`config.mk`:
```
export PLATFORM = sky130hd
export DESIGN_NAME = lfsr32
export DESIGN_NICKNAME = d
export VERILOG_FILES = /design/src/rtl/fifo_check_pkg.sv /design/src/rtl/fifo_stream_checker_lfsr32.sv
export SDC_FILE = /design/constraint.sdc
export NUM_CORES = 1
export LEC_CHECK = 0
export BUFFER_PORTS_ARGS = -buffer_cell sky130_fd_sc_hd__buf_2
export CORE_MARGIN = 2
export CORE_UTILIZATION = 42
export CTS_CLUSTER_DIAMETER = 120
export DETAILED_ROUTE_END_ITERATION = 8
export GPL_TIMING_DRIVEN = 1
export MAX_ROUTING_LAYER = met4
export PLACE_DENSITY_LB_ADDON = 0.15
export REMOVE_ABC_BUFFERS = 1
export SYNTH_ARGS = -nofsm -noshare
export SYNTH_HDL_FRONTEND = slang
export SYNTH_SLANG_ARGS = --single-unit
```
`constraint.sdc`:
```
create_clock -name clk -period 1.2 [get_ports clk]
set_clock_uncertainty 0.2 [all_clocks]
set_input_delay 0.12 -clock clk [delete_from_list [all_inputs] [get_ports clk]]
set_output_delay 0.12 -clock clk [all_outputs]
set_load 0.02 [all_outputs]
```
`src/rtl/fifo_check_pkg.sv`:
```
// fifo_check_pkg: shared state encoding, constants and LFSR step function
// for the FWFT FIFO stream checker.
//   state_t      : IDLE / RUN / DONE checker states
//   NO_ERR       : first-error index value meaning "no mismatch seen"
//   DEF_POLY     : default 32-bit maximal-length Galois feedback taps
//   DEF_SEED     : default expected-stream seed (nonzero)
//   lfsr32_next  : one Galois LFSR step
package fifo_check_pkg;

    typedef enum logic [1:0] {
        IDLE = 2'd0,
        RUN  = 2'd1,
        DONE = 2'd2
    } state_t;

    localparam logic [15:0] NO_ERR   = 16'hFFFF;
    localparam logic [31:0] DEF_POLY = 32'h8020_0003;
    localparam logic [31:0] DEF_SEED = 32'hACE1_0001;

    function automatic logic [31:0] lfsr32_next(input logic [31:0] s, input logic [31:0] poly);
        return {1'b0, s[31:1]} ^ (s[0] ? poly : 32'h0);
    endfunction

endpackage

```
`src/rtl/fifo_stream_checker_lfsr32.sv`:
```
// lfsr32: 32-bit Galois LFSR register with synchronous load and step enables.
//   clk      in   clock
//   rst      in   asynchronous active-low reset, state returns to INIT
//   i_load   in   load i_seed (has priority over i_step)
//   i_seed   in   value loaded by i_load
//   i_step   in   advance one LFSR step
//   o_state  out  current LFSR state
module lfsr32
    import fifo_check_pkg::*;
#(
    parameter logic [31:0] POLY = DEF_POLY,
    parameter logic [31:0] INIT = 32'h1
) (
    input  logic        clk,
    input  logic        rst,
    input  logic        i_load,
    input  logic [31:0] i_seed,
    input  logic        i_step,
    output logic [31:0] o_state
);

    logic [31:0] r_state;

    always_ff @(posedge clk or negedge rst) begin
        if (!rst)
            r_state <= INIT;
        else if (i_load)
            r_state <= i_seed;
        else if (i_step)
            r_state <= lfsr32_next(r_state, POLY);
    end

    assign o_state = r_state;

endmodule

```
==> results.sh, run 1 <==
export IMPL_status="finished, violations left"
export IMPL_violations="setup timing"
export IMPL_synthArstFlopShare=1.000
export IMPL_drt_iter0_drc=65
export IMPL_grt_use_met1=0.2959
export IMPL_synth_cell_types=17
export IMPL_firstDrtPassIters=4
export IMPL_finalPower_w=0.003296
export IMPL_grt_busiest_layer="met2"
export IMPL_io_buffers=67
export IMPL_seq_area_um2=802.0
export IMPL_p_switching_w=0.0009459
export IMPL_fin_crit_sh=1.100
export IMPL_die_area_um2=4142
export IMPL_start_util=0.4480
export IMPL_slew_viol_final=0
export IMPL_rsz0062_at_grt="yes"
export IMPL_grt_pass1_vias=1690
export IMPL_period_minus_slack_ns=1.320
export IMPL_setup_tns_ns=-0.5496
export IMPL_power_internal_w=0.002350
export IMPL_synth_area_leaders="dfrtp_1, mux2i_1, o21ai_1"
export IMPL_crit_buf_inv=1
export IMPL_place_ws_ns=0.008350
export IMPL_die_h_um=64.36
export IMPL_drt_total_wl_um=4514
export IMPL_clk_pin_slew_worst_paths_ns=0.09
export IMPL_detail_route_antenna_nets=0
export IMPL_drv_cap=0
export IMPL_hp_class="input pin to flop"
export IMPL_clock_latency_ns=0.34
export IMPL_dpl_cell_area_um2=1908
export IMPL_multi_input_area_um2=644.4
export IMPL_critPathCaptureType="primary output"
export IMPL_cts_root_buf="clkbuf_4"
export IMPL_synth_top_family_by_area="multiplexers"
export IMPL_cts_buffer_depth=2
export IMPL_area_growth_pct=82.17
export IMPL_syn_area_per_cell_um2=10.70
export IMPL_hpwl_um=2396
export IMPL_design_area_um2=2788
export IMPL_yosys_top_cells_count="nand2_1, dfrtp_1, mux2i_1, o21ai_1, buf_2"
export IMPL_synth_edf_count=0
export IMPL_synth_compound_area_share=0.1112
export IMPL_path_class="flop to primary output"
export IMPL_cts_sinks=32
export IMPL_synth_mux_area_frac=0.1897
export IMPL_grt_max_degree=33
export IMPL_clkPwrFrac=0.284
export IMPL_max_slew_margin=0.8229
export IMPL_synth_simple_gate_area_frac=0.1047
export IMPL_critPathSlowestCell="dfstp_2"
export IMPL_power_leakage_nw=1.402
export IMPL_utilization=0.8161
export IMPL_boundaryPins=68
export IMPL_core_region_area_um2=3416
export IMPL_die_w_um=64.36
export IMPL_nFillCells=204
export IMPL_max_stage_delay_ns=0.55
export IMPL_grt_antenna_before_repair=0
export IMPL_postSynthCellCount=143
export IMPL_largest_reg_flops=32
export IMPL_seq_area_frac_synth=0.5241
export IMPL_vias=1563
export IMPL_avgRoutedWirePerCell_um=13.98
export IMPL_pwr_density_cell_nw_per_um2=1182
export IMPL_grt_total_usage=0.2510
export IMPL_worst_pin_slew_ns=0.2656
export IMPL_yosys_area_top_type="dfrtp_1"
export IMPL_numCtsBuffers=5
export IMPL_fin_ws_ns=-0.1197
export IMPL_max_freq_mhz=757.7
export IMPL_synth_xor_area_frac=0.01145
export IMPL_cts_tree="yes"
export IMPL_ys_warn_count=0
export IMPL_cts_htree_levels=2
export IMPL_grt_pass1_wl_um=7748
export IMPL_swShare=0.2870
export IMPL_globalRouteOverflowTotal=0
export IMPL_vdd_drop_max_mv=0.8592
export IMPL_num_antenna_cells=0
export IMPL_finalSetupViolations=22
export IMPL_cp_required_ns=0.88
export IMPL_yosysMostFrequentCell="nand2_1"
export IMPL_place_gp_congestion=0.7238
export IMPL_cp_cell_sequence="buf_6"
export IMPL_grt_use_met2=0.4193
export IMPL_power_frac_seq=0.392
export IMPL_start_kind="flop"
export IMPL_synth_ff_type="dfrtp_1"
export IMPL_fin_nets=312
export IMPL_hold_violations=0
export IMPL_syn_area_um2=1530
export IMPL_path_delay_family="flip-flops"
export IMPL_drc=0
export IMPL_via_per_inst=4.839
export IMPL_drive_above_1_share=0.4007
export IMPL_use_met3=0.05282
export IMPL_p_comb_frac=0.324
export IMPL_cp_max_fo=2
export IMPL_row_count=21
export IMPL_synth_top_area_share=0.5070
export IMPL_crit_arrival_ns=1.00
export IMPL_synth_adder_area_share=0
export IMPL_ys_ff_latch=32
[layout by cell type, fill, tap and decap left out]
master	n
dlygate4sd3_1	36
buf_2	35
nand2_1	32
buf_6	32
dfrtp_1	31
buf_4	31
mux2i_1	29
o21ai_1	29
clkbuf_4	5
buf_12	3
xnor2_1	2
or3b_1	2
o211ai_1	2
clkbuf_8	2
nand2b_1	1
nor2b_1	1
nor4bb_2	1
a221o_1	1
bufinv_16	1
dfstp_2	1
[routing by layer]
metal	routed length, um	vias to the layer above
met3	243	12
met1	1865	729
li1	-	760
met2	2303	62
met5	0	-
met4	101	0
[worst register-to-register path, stage by stage (launching register included)]
cell,delay [ns]
dfstp_2,0.55
buf_4,0.15
nor4bb_2,0.05
a221o_1,0.26
[power by group through the flow]
stage,Clock [W],Combinational (W),Sequential (W)
after global routing,0.000999,0.00115,0.00131
final,0.000935,0.00107,0.00129
after detailed placement,0,0.000641,0.00131
after floorplan,0,0.000188,0.00145
after global placement,0,0.000626,0.00131
after CTS,0.000952,0.00105,0.00128
[stage by stage]
step	hold slack, ns	std cells
6_report	0.02418	323
5_1_grt	0.04335	323
4_1_cts	0.005987	322
3_5_place_dp	-0.1132	250
3_3_place_gp	-0.1127	250
2_1_floorplan	-0.3756	132
[worst paths after layout]
check,start,end,slack (ns),cells past startpoint
max in group asynchronous,rst,o_state[0],0.49,3
max,o_state[0],o_state[0],-0.12,1
min in group asynchronous,rst,o_state[2],0.05,3
max reg2reg,o_state[0],o_state[0],-0.08,3
min,i_step,o_state[0],0.02,3
min reg2reg,o_state[5],o_state[5],0.42,2
[area by class of cell]
cell class                      count  share of cell area
Timing Repair Buffer              137              0.4264
Sequential cell                    32              0.2877
Multi-Input combinational cell    100              0.2311
Clock buffer                        7             0.02334
Tap cell                           46             0.02065
Clock inverter                      1             0.01077
[cells by family after synthesis]
logic type / count (synthesis)
AOI/OAI and AO/OA: 32
buffers and inverters: 11
and+or+nand+nor: 37
muxes: 29
xor gates and xnor gates: 2
DFF: 32
[repair_timing]
action,in CTS,in global routing
setup endpoints to repair,33,36
resized for setup,64,1
hold buffers,36,0
endpoints found under the hold margin,64,0
pin swaps,0,0
setup buffers,28,1
(Power assumes the default switching activity.)
==> inputs of run 2 (changes only) <==
HOLD_SLACK_MARGIN = 0.08   (was unset)
==> run 2 against run 1 <==
  * The run still ends with setup timing left
  * Critical path depth is the same
  * Routed wire length grew 1.3%
  * Design area grew 0.58%
  * Combinational power is essentially flat
  * Hold slack gained 0.0088 ns
  * Global-route usage shrank 0.51 points
  * Sequential power is essentially flat
  * Clock-buffer cell count is the same
  * Sequential cell count is the same
  * Maximum frequency shrank 0.47%
  * Critical endpoint unchanged
==> results.sh, run 2 (synthesized netlist as in run 1, its figures left out) <==
export IMPL_swShare=0.2888
export IMPL_die_w_um=64.36
export IMPL_max_freq_mhz=754.2
export IMPL_period_minus_slack_ns=1.326
export IMPL_numCtsBuffers=5
export IMPL_start_util=0.4480
export IMPL_grt_max_degree=33
export IMPL_clock_latency_ns=0.35
export IMPL_multi_input_area_um2=648.1
export IMPL_firstDrtPassIters=4
export IMPL_hp_class="input pin to asynchronous set/reset pin"
export IMPL_utilization=0.8209
export IMPL_grt_antenna_before_repair=0
export IMPL_row_count=21
export IMPL_die_h_um=64.36
export IMPL_layout_common_cells="dlygate4sd3_1, buf_2, nand2_1, buf_6"
export IMPL_cts_buffer_depth=2
export IMPL_pwr_density_cell_nw_per_um2=1180
export IMPL_fin_ws_ns=-0.1259
export IMPL_grt_pass1_vias=1596
export IMPL_place_gp_congestion=0.7238
export IMPL_clk_pin_slew_worst_paths_ns=0.11
export IMPL_path_class="flop to primary output"
export IMPL_power_internal_w=0.002353
export IMPL_cts_sinks=32
export IMPL_cts_tree="yes"
export IMPL_power_leakage_nw=1.416
export IMPL_final_common_cell="dlygate4sd3_1"
export IMPL_crit_buf_inv=1
export IMPL_violations="setup timing"
export IMPL_vdd_drop_max_mv=0.8587
export IMPL_die_area_um2=4142
export IMPL_drv_cap=0
export IMPL_max_slew_margin=0.8210
export IMPL_grt_pass1_wl_um=7541
export IMPL_nFillCells=203
export IMPL_whs_ns=0.03302
export IMPL_hold_violations=0
export IMPL_cts_root_buf="clkbuf_4"
export IMPL_slew_viol_final=0
export IMPL_crit_arrival_ns=1.01
export IMPL_rsz0062_at_grt="yes"
export IMPL_hpwl_um=2396
export IMPL_area_growth_pct=83.24
export IMPL_boundaryPins=68
export IMPL_path_delay_family="flip-flops"
export IMPL_fin_crit_sh=1.105
export IMPL_drive_above_1_share=0.4029
export IMPL_avgRoutedWirePerCell_um=14.11
export IMPL_vias=1548
export IMPL_io_buffers=67
export IMPL_drt_total_wl_um=4573
export IMPL_via_per_inst=4.778
export IMPL_finalSetupViolations=29
export IMPL_grt_total_usage=0.2459
export IMPL_num_antenna_cells=0
export IMPL_power_frac_seq=0.391
export IMPL_fin_nets=313
export IMPL_cp_cell_sequence="buf_6"
export IMPL_start_kind="flop"
export IMPL_cp_required_ns=0.88
export IMPL_cts_htree_levels=2
export IMPL_drc=0
export IMPL_p_comb_frac=0.324
export IMPL_cp_max_fo=2
export IMPL_critPathCaptureType="primary output"
export IMPL_worst_pin_slew_ns=0.2685
export IMPL_detail_route_antenna_nets=0
export IMPL_clkPwrFrac=0.285
export IMPL_largest_reg_flops=32
export IMPL_core_region_area_um2=3416
export IMPL_globalRouteOverflowTotal=0
export IMPL_status="finished, violations left"
export IMPL_p_switching_w=0.0009557
export IMPL_max_stage_delay_ns=0.55
export IMPL_critPathSlowestCell="dfstp_2"
export IMPL_drt_iter0_drc=61
export IMPL_seq_area_um2=802.0
[run 2: timing repair]
item | 4_1_cts | 5_1_grt
hold buffers | 34 | 3
cloned | 0 | 0
setup endpoints to repair | 33 | 37
resized for setup | 64 | 3
buffers inserted | 28 | 1
endpoints found under the hold margin | 64 | 31
[run 2: power groups by stage]
stage               sequential [W]  combinational [W]  clock, W
global placement           0.00131           0.000626         0
CTS                        0.00128            0.00104  0.000952
global route               0.00131            0.00115   0.00101
finish                     0.00129            0.00107  0.000942
floorplan                  0.00145           0.000188         0
detailed placement         0.00131           0.000641         0
[run 2: worst paths after layout]
| kind | from | to | slack (ns) | cells past startpoint |
|---|---|---|---|---|
| setup reg to reg | o_state[0] | o_state[0] | -0.08 | 3 |
| min in group clk | i_load | o_state[0] | 0.06 | 3 |
| hold / removal | rst | o_state[13] | 0.03 | 3 |
| setup / recovery | o_state[0] | o_state[0] | -0.13 | 1 |
| hold reg to reg | o_state[5] | o_state[5] | 0.42 | 2 |
| max in group asynchronous | rst | o_state[0] | 0.50 | 3 |
[run 2: through the flow]
| step | std cells | TNS, ns | power [W] | cell area [um^2] | setup slack, ns |
|---|---|---|---|---|---|
| global placement | 250 | 0 | 0.001931 | 1908 | 0.03564 |
| global route | 324 | -2.076 | 0.003466 | 2804 | -0.1488 |
| CTS | 320 | -0.8056 | 0.003279 | 2754 | -0.1264 |
| finish | 324 | -0.8256 | 0.003309 | 2804 | -0.1259 |
| detailed placement | 250 | 0 | 0.001952 | 1908 | 0.008350 |
| floorplan | 132 | -0.01762 | 0.001633 | 1440 | -0.01762 |
[run 2: per-layer routing]
metal / vias up / track usage / share of wire
met1: 716 / 0.2922 / 0.42
met2: 57 / 0.4089 / 0.51
li1: 764 / - / -
met4: 0 / 0.1064 / 0.022
met3: 11 / 0.04577 / 0.050
met5: - / - / 0
[run 2: layout make-up]
cell class                 count  area share
multi-input combinational    100      0.2311
tap                           46     0.02053
clock buffer                   7     0.02320
clock inverter                 1     0.01071
sequential                    32      0.2860
timing repair buffer         138      0.4284
